### config.mk
export PLATFORM = sky130hd
export DESIGN_NAME = display_scheduler_flat
export DESIGN_NICKNAME = d
export VERILOG_FILES = /design/src/rtl/display_scheduler_if.sv /design/src/rtl/display_scheduler.sv /design/src/flat_wrapper.sv
export SDC_FILE = /design/constraint.sdc
export NUM_CORES = 1
export LEC_CHECK = 0
export CAP_MARGIN = 20
export CELL_PAD_IN_SITES_DETAIL_PLACEMENT = 1
export CELL_PAD_IN_SITES_GLOBAL_PLACEMENT = 1
export CORE_MARGIN = 3
export CORE_UTILIZATION = 28
export DETAILED_ROUTE_END_ITERATION = 10
export GPL_ROUTABILITY_DRIVEN = 0
export PLACE_DENSITY = 0.72
export SYNTH_ARGS = -nofsm -noshare
export SYNTH_HDL_FRONTEND = slang
export SYNTH_SLANG_ARGS = --single-unit
### constraint.sdc
create_clock -name clock -period 2.9 [get_ports clock]
set_clock_uncertainty 0.05 [all_clocks]
set_input_delay 0.58 -clock clock [delete_from_list [all_inputs] [get_ports clock]]
set_output_delay 0.58 -clock clock [all_outputs]
set_load 0.02 [all_outputs]
### src/rtl/display_scheduler_if.sv
// Requester/display bundle for display_scheduler: running time, setting UI,
// transient message and the four registered digit outputs.
interface display_scheduler_if;
    logic [15:0] time_digits;
    logic        set_req;
    logic [15:0] set_digits;
    logic [1:0]  set_cursor;
    logic        msg_req;
    logic [15:0] msg_digits;
    logic        msg_ack;
    logic [3:0]  out0;
    logic [3:0]  out1;
    logic [3:0]  out2;
    logic [3:0]  out3;
    logic [1:0]  owner;
    logic        blink_phase;

    modport master (
        output time_digits, set_req, set_digits, set_cursor, msg_req, msg_digits,
        input  msg_ack, out0, out1, out2, out3, owner, blink_phase
    );

    modport slave (
        input  time_digits, set_req, set_digits, set_cursor, msg_req, msg_digits,
        output msg_ack, out0, out1, out2, out3, owner, blink_phase
    );
endinterface

### src/rtl/display_scheduler.sv
// Fixed-priority owner of the 4-digit display (msg > set > time) with message
// hold timer and cursor blink; every output comes straight from a flop.
module display_scheduler #(
    parameter int unsigned BLINK_HALF  = 500000,
    parameter int unsigned HOLD_CYCLES = 3000000
) (
    input  logic                 clock,
    input  logic                 reset_n,
    display_scheduler_if.slave   bus
);

    localparam int unsigned HW = $clog2(HOLD_CYCLES);
    localparam int unsigned BW = $clog2(BLINK_HALF);
    localparam logic [HW-1:0] HOLD_LOAD  = HW'(HOLD_CYCLES - 1);
    localparam logic [BW-1:0] BLINK_LAST = BW'(BLINK_HALF - 1);

    // Encoding doubles as the owner code, so owner is the state flop itself.
    typedef enum logic [1:0] {
        ST_TIME = 2'b00,
        ST_SET  = 2'b01,
        ST_MSG  = 2'b10
    } state_t;

    state_t             state_q, state_d;
    logic [15:0]        msg_q, msg_d;
    logic [HW-1:0]      hold_q, hold_d;
    logic [BW-1:0]      blink_cnt_q, blink_cnt_d;
    logic               blink_q, blink_d;
    logic               ack_q, ack_d;
    logic [1:0]         cursor_q, cursor_d;
    logic [3:0][3:0]    out_q, out_d;
    logic [15:0]        src;

    always_comb begin
        msg_d = msg_q;
        if (bus.msg_req) begin
            msg_d = bus.msg_digits;
        end
        ack_d    = bus.msg_req;
        cursor_d = bus.set_cursor;

        state_d = state_q;
        if (bus.msg_req) begin
            state_d = ST_MSG;
        end else begin
            unique case (state_q)
                ST_TIME: state_d = bus.set_req ? ST_SET : ST_TIME;
                ST_SET:  state_d = bus.set_req ? ST_SET : ST_TIME;
                ST_MSG: begin
                    if (hold_q == '0) begin
                        state_d = bus.set_req ? ST_SET : ST_TIME;
                    end
                end
                default: state_d = ST_TIME;
            endcase
        end

        hold_d = '0;
        if (bus.msg_req) begin
            hold_d = HOLD_LOAD;
        end else if (state_q == ST_MSG && hold_q != '0) begin
            hold_d = hold_q - 1'b1;
        end

        // Blink restarts high on SET entry and on any cursor move.
        blink_cnt_d = '0;
        blink_d     = 1'b1;
        if (state_d == ST_SET && state_q == ST_SET && bus.set_cursor == cursor_q) begin
            if (blink_cnt_q == BLINK_LAST) begin
                blink_d = ~blink_q;
            end else begin
                blink_cnt_d = blink_cnt_q + 1'b1;
                blink_d     = blink_q;
            end
        end

        unique case (state_d)
            ST_SET:  src = bus.set_digits;
            ST_MSG:  src = msg_d;
            default: src = bus.time_digits;
        endcase

        for (int unsigned i = 0; i < 4; i++) begin
            out_d[i] = src[4*(3-i) +: 4];
            if (state_d == ST_SET && !blink_d && bus.set_cursor == 2'(i)) begin
                out_d[i] = 4'hF;
            end
        end
    end

    always_ff @(posedge clock or negedge reset_n) begin
        if (!reset_n) begin
            state_q     <= ST_TIME;
            msg_q       <= '0;
            hold_q      <= '0;
            blink_cnt_q <= '0;
            blink_q     <= 1'b1;
            ack_q       <= 1'b0;
            cursor_q    <= '0;
            out_q       <= '0;
        end else begin
            state_q     <= state_d;
            msg_q       <= msg_d;
            hold_q      <= hold_d;
            blink_cnt_q <= blink_cnt_d;
            blink_q     <= blink_d;
            ack_q       <= ack_d;
            cursor_q    <= cursor_d;
            out_q       <= out_d;
        end
    end

    assign bus.msg_ack     = ack_q;
    assign bus.owner       = state_q;
    assign bus.blink_phase = blink_q;
    assign bus.out0        = out_q[0];
    assign bus.out1        = out_q[1];
    assign bus.out2        = out_q[2];
    assign bus.out3        = out_q[3];

endmodule

### src/flat_wrapper.sv
// flat-port wrapper written by rule: the top's interface ports become plain ports
module display_scheduler_flat 
#(
    parameter int unsigned BLINK_HALF  = 500000,
    parameter int unsigned HOLD_CYCLES = 3000000
)
  (clock, reset_n, bus_time_digits, bus_set_req, bus_set_digits, bus_set_cursor, bus_msg_req, bus_msg_digits, bus_msg_ack, bus_out0, bus_out1, bus_out2, bus_out3, bus_owner, bus_blink_phase);
  display_scheduler_if bus_i ();
  input  logic clock;
  input  logic reset_n;
  input wire logic [$bits(bus_i.time_digits)-1:0] bus_time_digits;
  input wire logic [$bits(bus_i.set_req)-1:0] bus_set_req;
  input wire logic [$bits(bus_i.set_digits)-1:0] bus_set_digits;
  input wire logic [$bits(bus_i.set_cursor)-1:0] bus_set_cursor;
  input wire logic [$bits(bus_i.msg_req)-1:0] bus_msg_req;
  input wire logic [$bits(bus_i.msg_digits)-1:0] bus_msg_digits;
  output wire logic [$bits(bus_i.msg_ack)-1:0] bus_msg_ack;
  output wire logic [$bits(bus_i.out0)-1:0] bus_out0;
  output wire logic [$bits(bus_i.out1)-1:0] bus_out1;
  output wire logic [$bits(bus_i.out2)-1:0] bus_out2;
  output wire logic [$bits(bus_i.out3)-1:0] bus_out3;
  output wire logic [$bits(bus_i.owner)-1:0] bus_owner;
  output wire logic [$bits(bus_i.blink_phase)-1:0] bus_blink_phase;
  assign bus_i.time_digits = bus_time_digits;
  assign bus_i.set_req = bus_set_req;
  assign bus_i.set_digits = bus_set_digits;
  assign bus_i.set_cursor = bus_set_cursor;
  assign bus_i.msg_req = bus_msg_req;
  assign bus_i.msg_digits = bus_msg_digits;
  assign bus_msg_ack = bus_i.msg_ack;
  assign bus_out0 = bus_i.out0;
  assign bus_out1 = bus_i.out1;
  assign bus_out2 = bus_i.out2;
  assign bus_out3 = bus_i.out3;
  assign bus_owner = bus_i.owner;
  assign bus_blink_phase = bus_i.blink_phase;
  display_scheduler #(.BLINK_HALF(BLINK_HALF), .HOLD_CYCLES(HOLD_CYCLES)) u_core (.clock(clock), .reset_n(reset_n), .bus(bus_i));
endmodule
==> flow_summary.json <==
{
  "crit_path_start_kind": "flop",
  "initial_core_util": 0.292,
  "io_pins": 74,
  "vias_per_cell": 4.91,
  "hold_path_class": "input pin to async pin",
  "fin_util": 0.411,
  "drive_gt1_frac": 0.187,
  "layout_setup_ws_ns": 0.0177,
  "fp.dieH_um": 122,
  "timing.fmax_mhz": 347,
  "path_class": "flop to flop",
  "clockRootBuffer": "clkbuf_16",
  "crit_fanout": 5,
  "avgSynthCellArea_sq_um": 11.0,
  "die_width_um": 122,
  "internal_power_mw": 2.11,
  "rows": 41,
  "slew_headroom": 0.426,
  "cts_buffer_depth": 2,
  "dp_hpwl_um": 7410,
  "grtUsageTotal": 0.144,
  "reg2reg_slack_ns": 0.02,
  "drc": 0,
  "timing.rr.start": "u_core.hold_q[4]$_DFF_PN0_",
  "area_delta_synth_final_pct": 40.7,
  "whs_ns": 0.0102,
  "leakage_nw": 2.08,
  "insertedDiodeCount": 0,
  "clk_latency_ns": 0.34,
  "fp.dieArea_sq_um": 14900,
  "ant_nets": 0,
  "syn_area_sq_um": 3780,
  "final_cell_mix": "dfrtp_1, clkdlybuf4s50_1, nor2_1, xor2_1, buf_4",
  "wl_per_cell_um": 17.9,
  "place.port_buffers": 73,
  "grt_pass1_wl_um": 16800,
  "fill_cells": 1438,
  "synth_nets": 402,
  "finalCritPeriodShare": 0.994,
  "vias": 3019,
  "p_sw_uw": 618,
  "grt_max_degree": 80,
  "r2r-end": "u_core.blink_cnt_q[12]$_DFF_PN0_",
  "r2r_cells": 11,
  "grt-ovfl-total": 0,
  "p_per_area_nw_per_um2": 513,
  "combinationalPowerShare": 0.116,
  "slew_violations": 0,
  "min_period_ns": 2.88,
  "ys_warn_count": 0,
  "required_ns": 3.12,
  "swShare": 0.227,
  "initialDrtViolationCount": 129,
  "cts.clk_slew.worst_paths_ns": 0.06,
  "grt_pass1_vias": 3191,
  "clkPwrFrac": 0.454,
  "seqPwrFrac": 0.430,
  "routed_wl_um": 11000,
  "cts_sinks": 79,
  "ys_ff_latch": 79,
  "layout.nets": 496,
  "hold_viol_final": 0,
  "end_kind": "flop",
  "outcome": "finished, final reports clean",
  "worstMarginPinSlew_ns": 0.854,
  "mostFrequentLayoutCell": "dfrtp_1",
  "crit_arrival_ns": 3.10,
  "antenna_found_initial": 0,
  "pre_cts_ws_ns": -0.00758,
  "synthCells": 344,
  "rsz0062_at_grt": "true",
  "ir_worst_vdd_v": 0.000215,
  "cts_tree": "built",
  "cts_buffers": 9,
  "cap_violations": 0,
  "h-tree-depth": 3,
  "yosysUniqueCellTypes": 47,
  "setup_viol": 0,
  "postCtsHoldBufs": 0,
  "ys_seq_area_frac": 0.524,
  "fp.coreArea_sq_um": 12900,
  "drtPass1Iterations": 4
}
==> power by group through the flow <==
stage               clock network (mW)  registers [mW]  logic [mW]
floorplan                            0            1.22      0.0941
global placement                     0            1.19       0.299
detailed placement                   0            1.19       0.308
CTS                               1.27            1.17       0.309
global route                      1.31            1.18       0.341
finish                            1.24            1.17       0.317
==> synth_stat cells, drive strengths merged <==
cell type | instances | area (sq um)
or4b | 2 | 23.8
nand3b | 2 | 15.0
xnor2 | 14 | 123
ha | 4 | 50.1
o21bai | 13 | 97.6
nor3 | 15 | 80.1
and4 | 3 | 26.3
clkbuf | 12 | 45.0
inv | 5 | 18.8
nor3b | 3 | 33.8
nor2 | 47 | 176
dfrtp | 78 | 1950
a221o | 12 | 120
or3 | 2 | 12.5
nand4b | 4 | 35.0
a21oi | 3 | 15.0
and2 | 1 | 6.26
or4 | 2 | 15.0
dfstp | 1 | 26.3
nand4 | 4 | 25.0
nand2b | 1 | 6.26
and3b | 1 | 8.76
nand3 | 14 | 80.1
xor2 | 21 | 184
and3 | 2 | 12.5
nand2 | 20 | 77.6
mux2 | 16 | 180
nor4b | 3 | 26.3
nor2b | 2 | 12.5
nor4 | 3 | 40.0
a311o | 1 | 10.0
o41ai | 1 | 8.76
a31o | 4 | 35.0
buf | 3 | 23.8
a22oi | 16 | 120
a211oi | 1 | 7.51
o21ai | 8 | 47.6
==> worst max path at each step <==
| stage | startpoint | to | slack (ns) | cells after the start |
|---|---|---|---|---|
| finish | u_core.hold_q[4]$_DFF_PN0_ | u_core.blink_cnt_q[12]$_DFF_PN0_ | 0.02 | 11 |
| global route | u_core.hold_q[13]$_DFF_PN0_ | u_core.blink_cnt_q[3]$_DFF_PN0_ | -0.15 | 10 |
| CTS | u_core.hold_q[2]$_DFF_PN0_ | u_core.bus.out2[2]$_DFF_PN0_ | 0.01 | 10 |
| detailed placement | u_core.hold_q[2]$_DFF_PN0_ | u_core.blink_cnt_q[14]$_DFF_PN0_ | -0.008 | 10 |
| global placement | u_core.hold_q[2]$_DFF_PN0_ | u_core.blink_cnt_q[4]$_DFF_PN0_ | 0.14 | 10 |
| floorplan | u_core.hold_q[0]$_DFF_PN0_ | u_core.bus.out2[0]$_DFF_PN0_ | 0.02 | 13 |
==> layer usage <==
metal / part of all wire / up-vias / track usage
met2: 0.53 / 35 / 0.242
met4: 0.021 / 0 / 0.0553
met1: 0.42 / 1542 / 0.181
met5: 0 / - / 0
li1: - / 1426 / -
met3: 0.024 / 16 / 0.0306
==> cells by family after synthesis <==
group / share of synthesized area
simple gates: 0.189
flops: 0.524
compound gates: 0.122
xor+xnor: 0.0812
buf+inv: 0.0232
mux: 0.0477
fa+ha+maj: 0.0132
==> area by class of cell <==
class | instances | area [sq um] | area share
Clock buffer | 11 | 243 | 0.0457
Clock inverter | 5 | 81.3 | 0.0153
Inverter | 5 | 18.8 | 0.00353
Multi-Input combinational cell | 247 | 1830 | 0.344
Sequential cell | 79 | 1980 | 0.373
Tap cell | 172 | 215 | 0.0405
Timing Repair Buffer | 96 | 950 | 0.179
==> flip-flops by register name, summed over array words and instances, names as in the netlist <==
signal,count
u_core.hold_q,22
u_core.blink_cnt_q,19
u_core.msg_q,16
u_core.bus.out0,4
u_core.bus.out1,4
u_core.bus.out2,4
u_core.bus.out3,4
u_core.bus.owner,2
u_core.cursor_q,2
u_core.bus.blink_phase,1
u_core.bus.msg_ack,1
==> critical path, stage by stage, from the launching register on <==
cell      delay, ns
dfrtp_2        0.45
nor4_4         0.41
nand3_2        0.13
or3_4          0.37
o21ai_2        0.15
and3b_2        0.24
ha_4           0.14
nand4b_1       0.23
a21oi_4        0.32
buf_6          0.15
o21ai_4        0.07
nor2_1         0.11
==> stage by stage <==
stage | std cells | cell area, sq um | setup TNS, ns | power [mW]
after floorplan | 344 | 3810 | 0 | 1.32
after global placement | 586 | 4790 | 0 | 1.49
after detailed placement | 586 | 4790 | -0.00758 | 1.50
after CTS | 602 | 5130 | 0 | 2.76
after global routing | 615 | 5320 | -3.64 | 2.83
final | 615 | 5320 | 0 | 2.73
==> repair_timing <==
action / CTS / global route
endpoints found under the setup margin: 19 / 35
cloned: 0 / 2
buffers inserted: 0 / 10
pin swaps: 0 / 13
resized for setup: 1 / 16
(Power assumes the default switching activity.)
